--- src/rtl/hdlc_pkg.sv ---
// Shared HDLC definitions for the transmit controller and the CRC block.
// The same CRC constants serve the future receiver.
package hdlc_pkg;

  typedef enum logic [2:0] {
    ST_IDLE  = 3'd0,
    ST_OPEN  = 3'd1,
    ST_DATA  = 3'd2,
    ST_FCS   = 3'd3,
    ST_CLOSE = 3'd4,
    ST_ABORT = 3'd5
  } hdlc_state_e;

  localparam logic [7:0]  HDLC_FLAG     = 8'h7E;
  localparam logic [15:0] CRC_POLY_REFL = 16'h8408;
  localparam logic [15:0] CRC_INIT      = 16'hFFFF;
  localparam logic [15:0] CRC_GOOD      = 16'hF0B8;

  // One serial step of the reflected CRC-16-CCITT.
  function automatic logic [15:0] crc16_step(input logic [15:0] crc, input logic din);
    return (crc >> 1) ^ ((crc[0] ^ din) ? CRC_POLY_REFL : 16'h0000);
  endfunction

endpackage

--- src/rtl/hdlc_crc16.sv ---
// Bit-serial reflected CRC-16-CCITT (poly 0x8408, preset 0xFFFF).
// init presets the register; ce folds din in. init wins over ce.
module hdlc_crc16
  import hdlc_pkg::*;
(
  input  logic        clk_i,
  input  logic        rst_i,
  input  logic        init,
  input  logic        ce,
  input  logic        din,
  output logic [15:0] crc
);

  logic [15:0] crc_q;
  logic [15:0] crc_d;

  // Next CRC value: preset, one serial step, or hold.
  always_comb begin
    crc_d = crc_q;
    if (init) begin
      crc_d = CRC_INIT;
    end else if (ce) begin
      crc_d = crc16_step(crc_q, din);
    end
  end

  // CRC register.
  always_ff @(posedge clk_i) begin
    if (rst_i) begin
      crc_q <= CRC_INIT;
    end else begin
      crc_q <= crc_d;
    end
  end

  assign crc = crc_q;

endmodule

--- src/rtl/hdlc_tx_ctrl.sv ---
// HDLC transmit controller: opening flags, zero-stuffed data, optional FCS,
// closing flag, and an abort sequence on buffer underrun.
// Optional feature: define HDLC_TX_FCS_EN to append a CRC-16-CCITT FCS.
//
// Byte handshake: a byte moves from the buffer when tx_valid and tx_ready are
// both high in the same clk_i cycle. tx_ready is only ever high together with
// bit_ce, and tx_valid low at that moment means the buffer ran dry (abort).
module hdlc_tx_ctrl
  import hdlc_pkg::*;
#(
  parameter int OPEN_FLAGS = 1
) (
  input  logic        clk_i,
  input  logic        rst_i,
  input  logic        txen,
  input  logic        bit_ce,
  input  logic [7:0]  tx_data,
  input  logic        tx_valid,
  input  logic        tx_last,
  output logic        tx_ready,
  output logic        tx,
  output logic        txdone,
  output logic        underrun,
  output logic        busy,
  output hdlc_state_e state_dbg
);

  localparam logic [3:0] LAST_FLAG = 4'(OPEN_FLAGS - 1);
`ifdef HDLC_TX_FCS_EN
  localparam hdlc_state_e AFTER_DATA = ST_FCS;
`else
  localparam hdlc_state_e AFTER_DATA = ST_CLOSE;
`endif

  hdlc_state_e state_q, state_d;
  logic        tx_q, tx_d;
  logic [3:0]  bit_cnt_q, bit_cnt_d;   // bit index in flag/byte/FCS; 8 = tail period
  logic [3:0]  flag_cnt_q, flag_cnt_d;
  logic [7:0]  sreg_q, sreg_d;
  logic        last_q, last_d;
  logic [2:0]  ones_q, ones_d;         // run of consecutive 1s on the line
  logic        fin_q, fin_d;           // field done, one stuffed 0 still owed
  logic        txdone_q, txdone_d;
  logic        underrun_q, underrun_d;
  logic        tx_ready_c;
  logic [2:0]  ones_nx;
  logic        data_bit;

`ifdef HDLC_TX_FCS_EN
  logic        crc_init, crc_ce, crc_din;
  logic [15:0] crc;
  logic        fcs_bit;

  hdlc_crc16 u_crc (
    .clk_i (clk_i),
    .rst_i (rst_i),
    .init  (crc_init),
    .ce    (crc_ce),
    .din   (crc_din),
    .crc   (crc)
  );
`endif

  // Next-state and bit selection; everything holds unless bit_ce is high.
  always_comb begin
    state_d    = state_q;
    tx_d       = tx_q;
    bit_cnt_d  = bit_cnt_q;
    flag_cnt_d = flag_cnt_q;
    sreg_d     = sreg_q;
    last_d     = last_q;
    ones_d     = ones_q;
    fin_d      = fin_q;
    txdone_d   = 1'b0;
    underrun_d = 1'b0;
    tx_ready_c = 1'b0;
    ones_nx    = 3'd0;
    data_bit   = sreg_q[bit_cnt_q[2:0]];
`ifdef HDLC_TX_FCS_EN
    crc_init   = 1'b0;
    crc_ce     = 1'b0;
    crc_din    = data_bit;
    fcs_bit    = ~crc[bit_cnt_q];
`endif
    if (bit_ce) begin
      case (state_q)
        ST_IDLE: begin
          tx_d = 1'b1;
          if (txen && tx_valid) begin
            state_d    = ST_OPEN;
            tx_d       = HDLC_FLAG[0];
            bit_cnt_d  = 4'd1;
            flag_cnt_d = 4'd0;
`ifdef HDLC_TX_FCS_EN
            crc_init   = 1'b1;
`endif
          end
        end
        ST_OPEN: begin
          tx_d = HDLC_FLAG[bit_cnt_q[2:0]];
          if (bit_cnt_q == 4'd7) begin
            bit_cnt_d = 4'd0;
            if (flag_cnt_q == LAST_FLAG) begin
              tx_ready_c = 1'b1;
              ones_d     = 3'd0;
              fin_d      = 1'b0;
              if (tx_valid) begin
                sreg_d  = tx_data;
                last_d  = tx_last;
                state_d = ST_DATA;
              end else begin
                state_d    = ST_ABORT;
                underrun_d = 1'b1;
              end
            end else begin
              flag_cnt_d = flag_cnt_q + 4'd1;
            end
          end else begin
            bit_cnt_d = bit_cnt_q + 4'd1;
          end
        end
        ST_DATA: begin
          if (ones_q == 3'd5) begin
            tx_d   = 1'b0;
            ones_d = 3'd0;
            if (fin_q) begin
              fin_d   = 1'b0;
              state_d = AFTER_DATA;
            end
          end else begin
            tx_d    = data_bit;
            ones_nx = data_bit ? ones_q + 3'd1 : 3'd0;
            ones_d  = ones_nx;
`ifdef HDLC_TX_FCS_EN
            crc_ce  = 1'b1;
`endif
            if (bit_cnt_q == 4'd7) begin
              bit_cnt_d = 4'd0;
              if (last_q) begin
                if (ones_nx == 3'd5) fin_d = 1'b1;
                else                 state_d = AFTER_DATA;
              end else begin
                tx_ready_c = 1'b1;
                if (tx_valid) begin
                  sreg_d = tx_data;
                  last_d = tx_last;
                end else begin
                  state_d    = ST_ABORT;
                  underrun_d = 1'b1;
                end
              end
            end else begin
              bit_cnt_d = bit_cnt_q + 4'd1;
            end
          end
        end
`ifdef HDLC_TX_FCS_EN
        ST_FCS: begin
          if (ones_q == 3'd5) begin
            tx_d   = 1'b0;
            ones_d = 3'd0;
            if (fin_q) begin
              fin_d   = 1'b0;
              state_d = ST_CLOSE;
            end
          end else begin
            tx_d    = fcs_bit;
            ones_nx = fcs_bit ? ones_q + 3'd1 : 3'd0;
            ones_d  = ones_nx;
            if (bit_cnt_q == 4'd15) begin
              bit_cnt_d = 4'd0;
              if (ones_nx == 3'd5) fin_d = 1'b1;
              else                 state_d = ST_CLOSE;
            end else begin
              bit_cnt_d = bit_cnt_q + 4'd1;
            end
          end
        end
`endif
        ST_CLOSE: begin
          if (bit_cnt_q == 4'd8) begin
            state_d   = ST_IDLE;
            tx_d      = 1'b1;
            bit_cnt_d = 4'd0;
            txdone_d  = 1'b1;
          end else begin
            tx_d      = HDLC_FLAG[bit_cnt_q[2:0]];
            bit_cnt_d = bit_cnt_q + 4'd1;
          end
        end
        ST_ABORT: begin
          tx_d = 1'b1;
          if (bit_cnt_q == 4'd8) begin
            state_d   = ST_IDLE;
            bit_cnt_d = 4'd0;
          end else begin
            bit_cnt_d = bit_cnt_q + 4'd1;
          end
        end
        default: begin
          state_d = ST_IDLE;
          tx_d    = 1'b1;
        end
      endcase
    end
  end

  // State, line and counter registers.
  always_ff @(posedge clk_i) begin
    if (rst_i) begin
      state_q    <= ST_IDLE;
      tx_q       <= 1'b1;
      bit_cnt_q  <= 4'd0;
      flag_cnt_q <= 4'd0;
      sreg_q     <= 8'd0;
      last_q     <= 1'b0;
      ones_q     <= 3'd0;
      fin_q      <= 1'b0;
      txdone_q   <= 1'b0;
      underrun_q <= 1'b0;
    end else begin
      state_q    <= state_d;
      tx_q       <= tx_d;
      bit_cnt_q  <= bit_cnt_d;
      flag_cnt_q <= flag_cnt_d;
      sreg_q     <= sreg_d;
      last_q     <= last_d;
      ones_q     <= ones_d;
      fin_q      <= fin_d;
      txdone_q   <= txdone_d;
      underrun_q <= underrun_d;
    end
  end

  assign tx_ready  = tx_ready_c & ~rst_i;
  assign tx        = tx_q;
  assign txdone    = txdone_q;
  assign underrun  = underrun_q;
  assign busy      = (state_q != ST_IDLE);
  assign state_dbg = state_q;

endmodule

--- config.mk ---
export PLATFORM = sky130hd
export DESIGN_NAME = hdlc_tx_ctrl
export DESIGN_NICKNAME = d
export VERILOG_FILES = /design/src/rtl/hdlc_pkg.sv /design/src/rtl/hdlc_crc16.sv /design/src/rtl/hdlc_tx_ctrl.sv
export SDC_FILE = /design/constraint.sdc
export NUM_CORES = 1
export LEC_CHECK = 0
export ABC_AREA = 1
export CAP_MARGIN = 25
export CORE_ASPECT_RATIO = 0.7
export CORE_MARGIN = 8
export CORE_UTILIZATION = 30
export DETAILED_ROUTE_END_ITERATION = 8
export PLACE_DENSITY_LB_ADDON = 0.25
export SYNTH_ARGS = -nofsm -noshare
export SYNTH_HDL_FRONTEND = slang
export SYNTH_SLANG_ARGS = --single-unit
export TNS_END_PERCENT = 5
--- constraint.sdc ---
create_clock -name clk_i -period 2.25 [get_ports clk_i]
set_clock_uncertainty 0.2 [all_clocks]
set_input_delay 0.3375 -clock clk_i [delete_from_list [all_inputs] [get_ports clk_i]]
set_output_delay 0.3375 -clock clk_i [all_outputs]
set_load 0.1 [all_outputs]
---- After elaboration in Yosys (flattened, before gate mapping) ----
Memory sizes are Yosys's and may differ from the RTL's. A register that Yosys moved wholly into a read port is not among the register bits.
Cells that the tools add are included.
operators by class
  add/sub/neg operators ................... 3
  multipliers ............................. 0
  div/mod/pow operators ................... 0
  magnitude comparators ................... 1
  equal/unequal tests ..................... 23
  shift operators ......................... 0
  mux-type cells .......................... 72
  bitwise logic cells ..................... 4
  reduce and logical (&&, ||, !) cells .... 17
operator list
  kind                                                                   number
  3-bit 2-to-1 mux                                                       17
  8-bit 2-to-1 mux                                                       6
  1-bit 2-to-1 mux                                                       31
  4-bit 2-to-1 mux                                                       7
  7-bit AND reduction                                                    3
  2-bit != test (second input constant)                                  8
  4-bit case mux with 4 select lines                                     1
  8-bit case mux with 2 select lines                                     1
  3-bit == test (second input constant)                                  4
  3-bit != test (second input constant)                                  4
  3-bit case mux with 4 select lines                                     1
  9-bit AND reduction                                                    1
  4-bit by 1-bit adder with 4-bit output (second input constant)         2
  4-bit != test (second input constant)                                  2
  1-bit case mux with 2 select lines                                     4
  4-bit case mux with 2 select lines                                     1
  4-bit AND reduction                                                    2
  3-bit case mux with 2 select lines                                     1
  5-bit AND reduction                                                    1
  4-bit by 3-bit == test with 1-bit output (second input constant)       1
  4-bit == test (second input constant)                                  1
  4-bit zero test                                                        1
  3-bit by 4-bit < comparator with 1-bit output (second input constant)  1
  1-bit case mux with 4 select lines                                     1
  other kinds (14)                                                       18
word-level totals
  flip-flop bits (word level) ............. 27
  latch bits .............................. 0
  RAM bits ................................ 0
  bits in read-only memories .............. 8
  input bits .............................. 14
  output and inout port bits .............. 8
  logic and storage cells ................. 131
  memories ................................ 1
memory list
  name              depth  bits a word  rd ports  clocked after memory_dff  write ports  RTL line             source
  (name not given)  8      1            1         1                         0            hdlc_tx_ctrl.sv:187  tx_d = HDLC_FLAG[bit_cnt_q[2:0]];

---- Depth between registers and ports, before layout ----
  word-level depth ........................ 9
  gate-level depth with buffers ........... 12
  gate-level depth less buffers ........... 11

---- Least setup slack after synthesis ----
No wires, ideal clock.
  kind .................................... register to output
  start point ............................. register state_q[1] (netlist: state_dbg[1])
  end point ............................... output port tx_ready
  arrival ................................. 3.661 ns
  required time ........................... 1.712 ns
  path slack .............................. -1.949 ns
  stages on the path, launching flop included .. 5
  cells stage by stage .................... dfxtp_1 nand2_1 nand2_1 inv_1 nor3_1
between the ends
  word-level cells in the longest chain between the ends .. 4
  elaborated cells on any way between the ends .. 5
ends and longest elaborated chain
  element                                                                                               RTL line             source
  start, declared                                                                                       hdlc_tx_ctrl.sv:35   hdlc_state_e state_q, state_d;
  start signal, assigned                                                                                hdlc_tx_ctrl.sv:222  state_q <= state_d;
  3-bit by 2-bit == test with 1-bit output or 3-bit by 1-bit == test with 1-bit output (tied branches)  hdlc_tx_ctrl.sv:86   case (state_q)
  1-bit case mux with 2 select lines (*)                                                                hdlc_tx_ctrl.sv:86
  1-bit 2-to-1 mux (*)                                                                                  hdlc_tx_ctrl.sv:85   if (bit_ce) begin
  1-bit bitwise AND (*)                                                                                 hdlc_tx_ctrl.sv:235  assign tx_ready = tx_ready_c & ~rst_i;
  end, declared                                                                                         hdlc_tx_ctrl.sv:20   output logic tx_ready,
Mark *: on every way between the ends. The rest lies on a longest branch, timed or not.

---- Worst setup path after layout ----
  start point ............................. register bit_cnt_q[1]
  end point ............................... output port tx_ready
between the ends
  word-level cells in the longest chain between the ends .. 6
  elaborated cells on any way between the ends .. 7
ends and longest elaborated chain
  element                                       RTL line                                  source
  start, declared                               hdlc_tx_ctrl.sv:37                        logic [3:0] bit_cnt_q, bit_cnt_d;
  start signal, assigned                        hdlc_tx_ctrl.sv:224                       bit_cnt_q <= bit_cnt_d;
  4-bit by 3-bit == test with 1-bit output (*)  hdlc_tx_ctrl.sv:101, hdlc_tx_ctrl.sv:137
  1-bit 2-to-1 mux                              hdlc_tx_ctrl.sv:137                       if (bit_cnt_q == 4'd7) begin
  1-bit 2-to-1 mux                              hdlc_tx_ctrl.sv:123                       if (ones_q == 3'd5) begin
  1-bit case mux with 2 select lines (*)        hdlc_tx_ctrl.sv:86
  1-bit 2-to-1 mux (*)                          hdlc_tx_ctrl.sv:85
  1-bit bitwise AND (*)                         hdlc_tx_ctrl.sv:235
Marks and branches as above.

==> impl_metrics.env <==
export IMPL_status="complete, no violations"
export IMPL_tightestPinTransition_ps=411
export IMPL_place_hpwl_um=3730
export IMPL_vias_per_cell=4.75
export IMPL_clockBufferDepth=2
export IMPL_wl_per_cell_um=12.4
export IMPL_portBuffers=21
export IMPL_cts_sinks=28
export IMPL_postRouteAntennaNets=0
export IMPL_cts_root_buf="clkbuf_8"
export IMPL_synth_area_leader_cell="dfxtp_1"
export IMPL_synth_top_family_by_area="simple AND/OR/NAND/NOR gates"
export IMPL_synth_compound_area_share_pct=8.46
export IMPL_cts_hold_fix_buffers=0
export IMPL_grt_start_max_net_pins=17
export IMPL_yosys_register_bits=28
export IMPL_synth_fa_ha_area_share_pct=4.16
export IMPL_period_minus_slack_ps=2220
export IMPL_ys_seq_area_share_pct=31.1
export IMPL_cts_tree="built"
export IMPL_setup_viol=0
export IMPL_muxShareOfSynthArea_pct=0
export IMPL_clk_latency_ps=280
export IMPL_initial_utilization_pct=31.3
export IMPL_wirelength_um=4850
export IMPL_die_y_um=80.9
export IMPL_slowest_delay_ps=370
export IMPL_core_sq_um=5760
export IMPL_hold_class="reg2reg"
export IMPL_endpoint_kind="output port"
export IMPL_gp_congestion=0.884
export IMPL_ys_top_cells_by_area="dfxtp_1, nand2_1, nand3_1"
export IMPL_post_route_period_util_pct=98.5
export IMPL_grt_pass1_vias=1696
export IMPL_fin_hold_ws_ps=282
export IMPL_diodes=0
export IMPL_syn_instance_count=283
export IMPL_post_route_util_pct=40.6
export IMPL_drt_pass1_iterations=5
export IMPL_rsz0062_at_grt="yes"
export IMPL_remaining_drc_errors=0
export IMPL_drive_above_1_share_pct=18.9
export IMPL_syn_area_per_cell_sq_um=6.38
export IMPL_power_density_nw_per_um2=1270
export IMPL_antenna_found_initial=0
export IMPL_vdd_drop_max_mv=1.08
export IMPL_cts_buffers=3
export IMPL_worstPathRequired_ps=1710
export IMPL_arrival_ps=1680
export IMPL_grt_pass1_wl_um=8380
export IMPL_grt_use_total_pct=11.7
export IMPL_crit_slowest_cell="dfxtp_2"
export IMPL_grt_ovfl_total=0
export IMPL_p_leak_uw=0.00108
export IMPL_fill_cells=622
export IMPL_yosysUniqueCellTypes=28
export IMPL_synth_nets=303
export IMPL_area_growth_pct=29.5
export IMPL_drtIter0Drc=88
export IMPL_netlist_area_leader_share_pct=31.1
export IMPL_clkTransAtPathRegs_ps=100
export IMPL_nNetsFinal=338
export IMPL_dieArea_sq_um=8790
export IMPL_h_tree_depth=1
export IMPL_vias=1862
export IMPL_synth_area_sq_um=1800
export IMPL_ys_warn_count=0
export IMPL_max_slew_margin_pct=72.4
export IMPL_pin_count=22
export IMPL_crit_type="reg2out"
export IMPL_final_hold_viol_count=0
export IMPL_slew_violations=0
export IMPL_drv_cap=0
export IMPL_regArea_sq_um=576
export IMPL_synth_simple_area_share_pct=44.8
export IMPL_die_width_um=109
export IMPL_num_rows=23
export IMPL_final_area_sq_um=2340
export IMPL_multi_input_area_sq_um=1140
export IMPL_critPathMaxFanout=2
export IMPL_synth_xor_area_share_pct=1.94
export IMPL_cp_start_kind="register"
export IMPL_place_area_sq_um=2200
export IMPL_crit_chain="ha_4, buf_4, nand3_4, o31ai_4, inv_2, nor3_4, buf_12"
export IMPL_clock_fmax_ghz=0.451
==> critical path: cells and delay by family, from the launching register on <==
| family | cells | cell delay [ps] |
|---|---|---|
| buffers and inverters | 3 | 390 |
| AO/OA/AOI/OAI | 1 | 260 |
| flip-flops | 1 | 370 |
| AND/OR/NAND/NOR | 2 | 240 |
| adder cells (fa/ha/maj) | 1 | 140 |
==> worst paths after layout <==
kind	startpoint	to	slack, ps	cells past startpoint
max	bit_cnt_q[1]	tx_ready	30	7
min	tx	tx	280	2
max reg2reg	bit_cnt_q[1]	state_dbg[2]	210	12
min reg2reg	tx	tx	280	2
==> Yosys cell counts (all sizes together) <==
master,number
clkbuf,1
nor4,2
a21oi,17
o21ai,12
nand3b,4
buf,5
nand2,79
xnor2,1
dfxtp,28
inv,36
nor3,2
and2,2
nand3,34
ha,6
xor2,3
nor2,44
nand4,6
o31ai,1
==> power breakdown <==
part,switching (uW),leakage [uW],internal [uW]
Combinational,1310,0.000816,605
Sequential,118,0.000231,604
Clock,167,0.0000288,157
Total,1590,0.00108,1370
==> cells by family (layout without fill, tap and decap cells) <==
family,Yosys count,count (layout)
AND/OR/NAND/NOR,173,173
buffers and inverters,42,76
AO/OA/AOI/OAI,30,30
flip-flops,28,28
adder cells (fa/ha/maj),6,6
XOR/XNOR,4,4
==> per-layer routing <==
layer,track usage [%],wire length (um),vias up
li1,-,-,971
met1,17.5,2580,839
met2,16.4,1880,50
met3,2.77,352,2
met4,2.45,35,0
met5,0,0,-
==> final cells by class <==
cell class,instances,share of cell area (%)
well taps,75,4.02
clock buffers,4,2.36
repair buffers,36,14.0
flip-flops and latches,28,24.6
inverters,36,6.00
multi-input cells,213,49.0
==> repair_timing <==
| action | in CTS | in global routing |
|---|---|---|
| hold endpoints to repair | 0 | 0 |
| gates resized for setup | 10 | 5 |
| setup endpoints to repair | 1 | 1 |
| pin swaps | 6 | 2 |
| setup buffers | 2 | 1 |
==> state kept, by name (all words and copies together) (netlist names), named ones only <==
name	count
bit_cnt_q	4
fin_q	1
flag_cnt_q	4
last_q	1
ones_q	3
sreg_q	8
state_dbg	3
tx	1
txdone	1
underrun	1
==> cell usage in the layout, fill, tap and decap left out, drive strengths merged <==
| cell | n |
|---|---|
| clkdlybuf4s50 | 13 |
| nand2 | 79 |
| nand3 | 34 |
| nand4 | 6 |
| xnor2 | 1 |
| nor4 | 2 |
| nor3 | 2 |
| o21ai | 12 |
| clkbuf | 4 |
| o31ai | 1 |
| dfxtp | 28 |
| nand3b | 4 |
| ha | 6 |
| inv | 36 |
| buf | 23 |
| and2 | 2 |
| nor2 | 44 |
| a21oi | 17 |
| xor2 | 3 |
==> through the flow <==
step                cells  power [uW]  setup TNS, ps  worst slack [ps]
floorplan             283        2030           -141              -141
global placement      385        2570              0               121
CTS                   391        2910              0              8.68
global route          392        3190          -70.2             -70.2
detailed placement    385        2550              0               118
finish                392        2960              0              33.9
No activity file was read; power rests on OpenSTA's default activity.
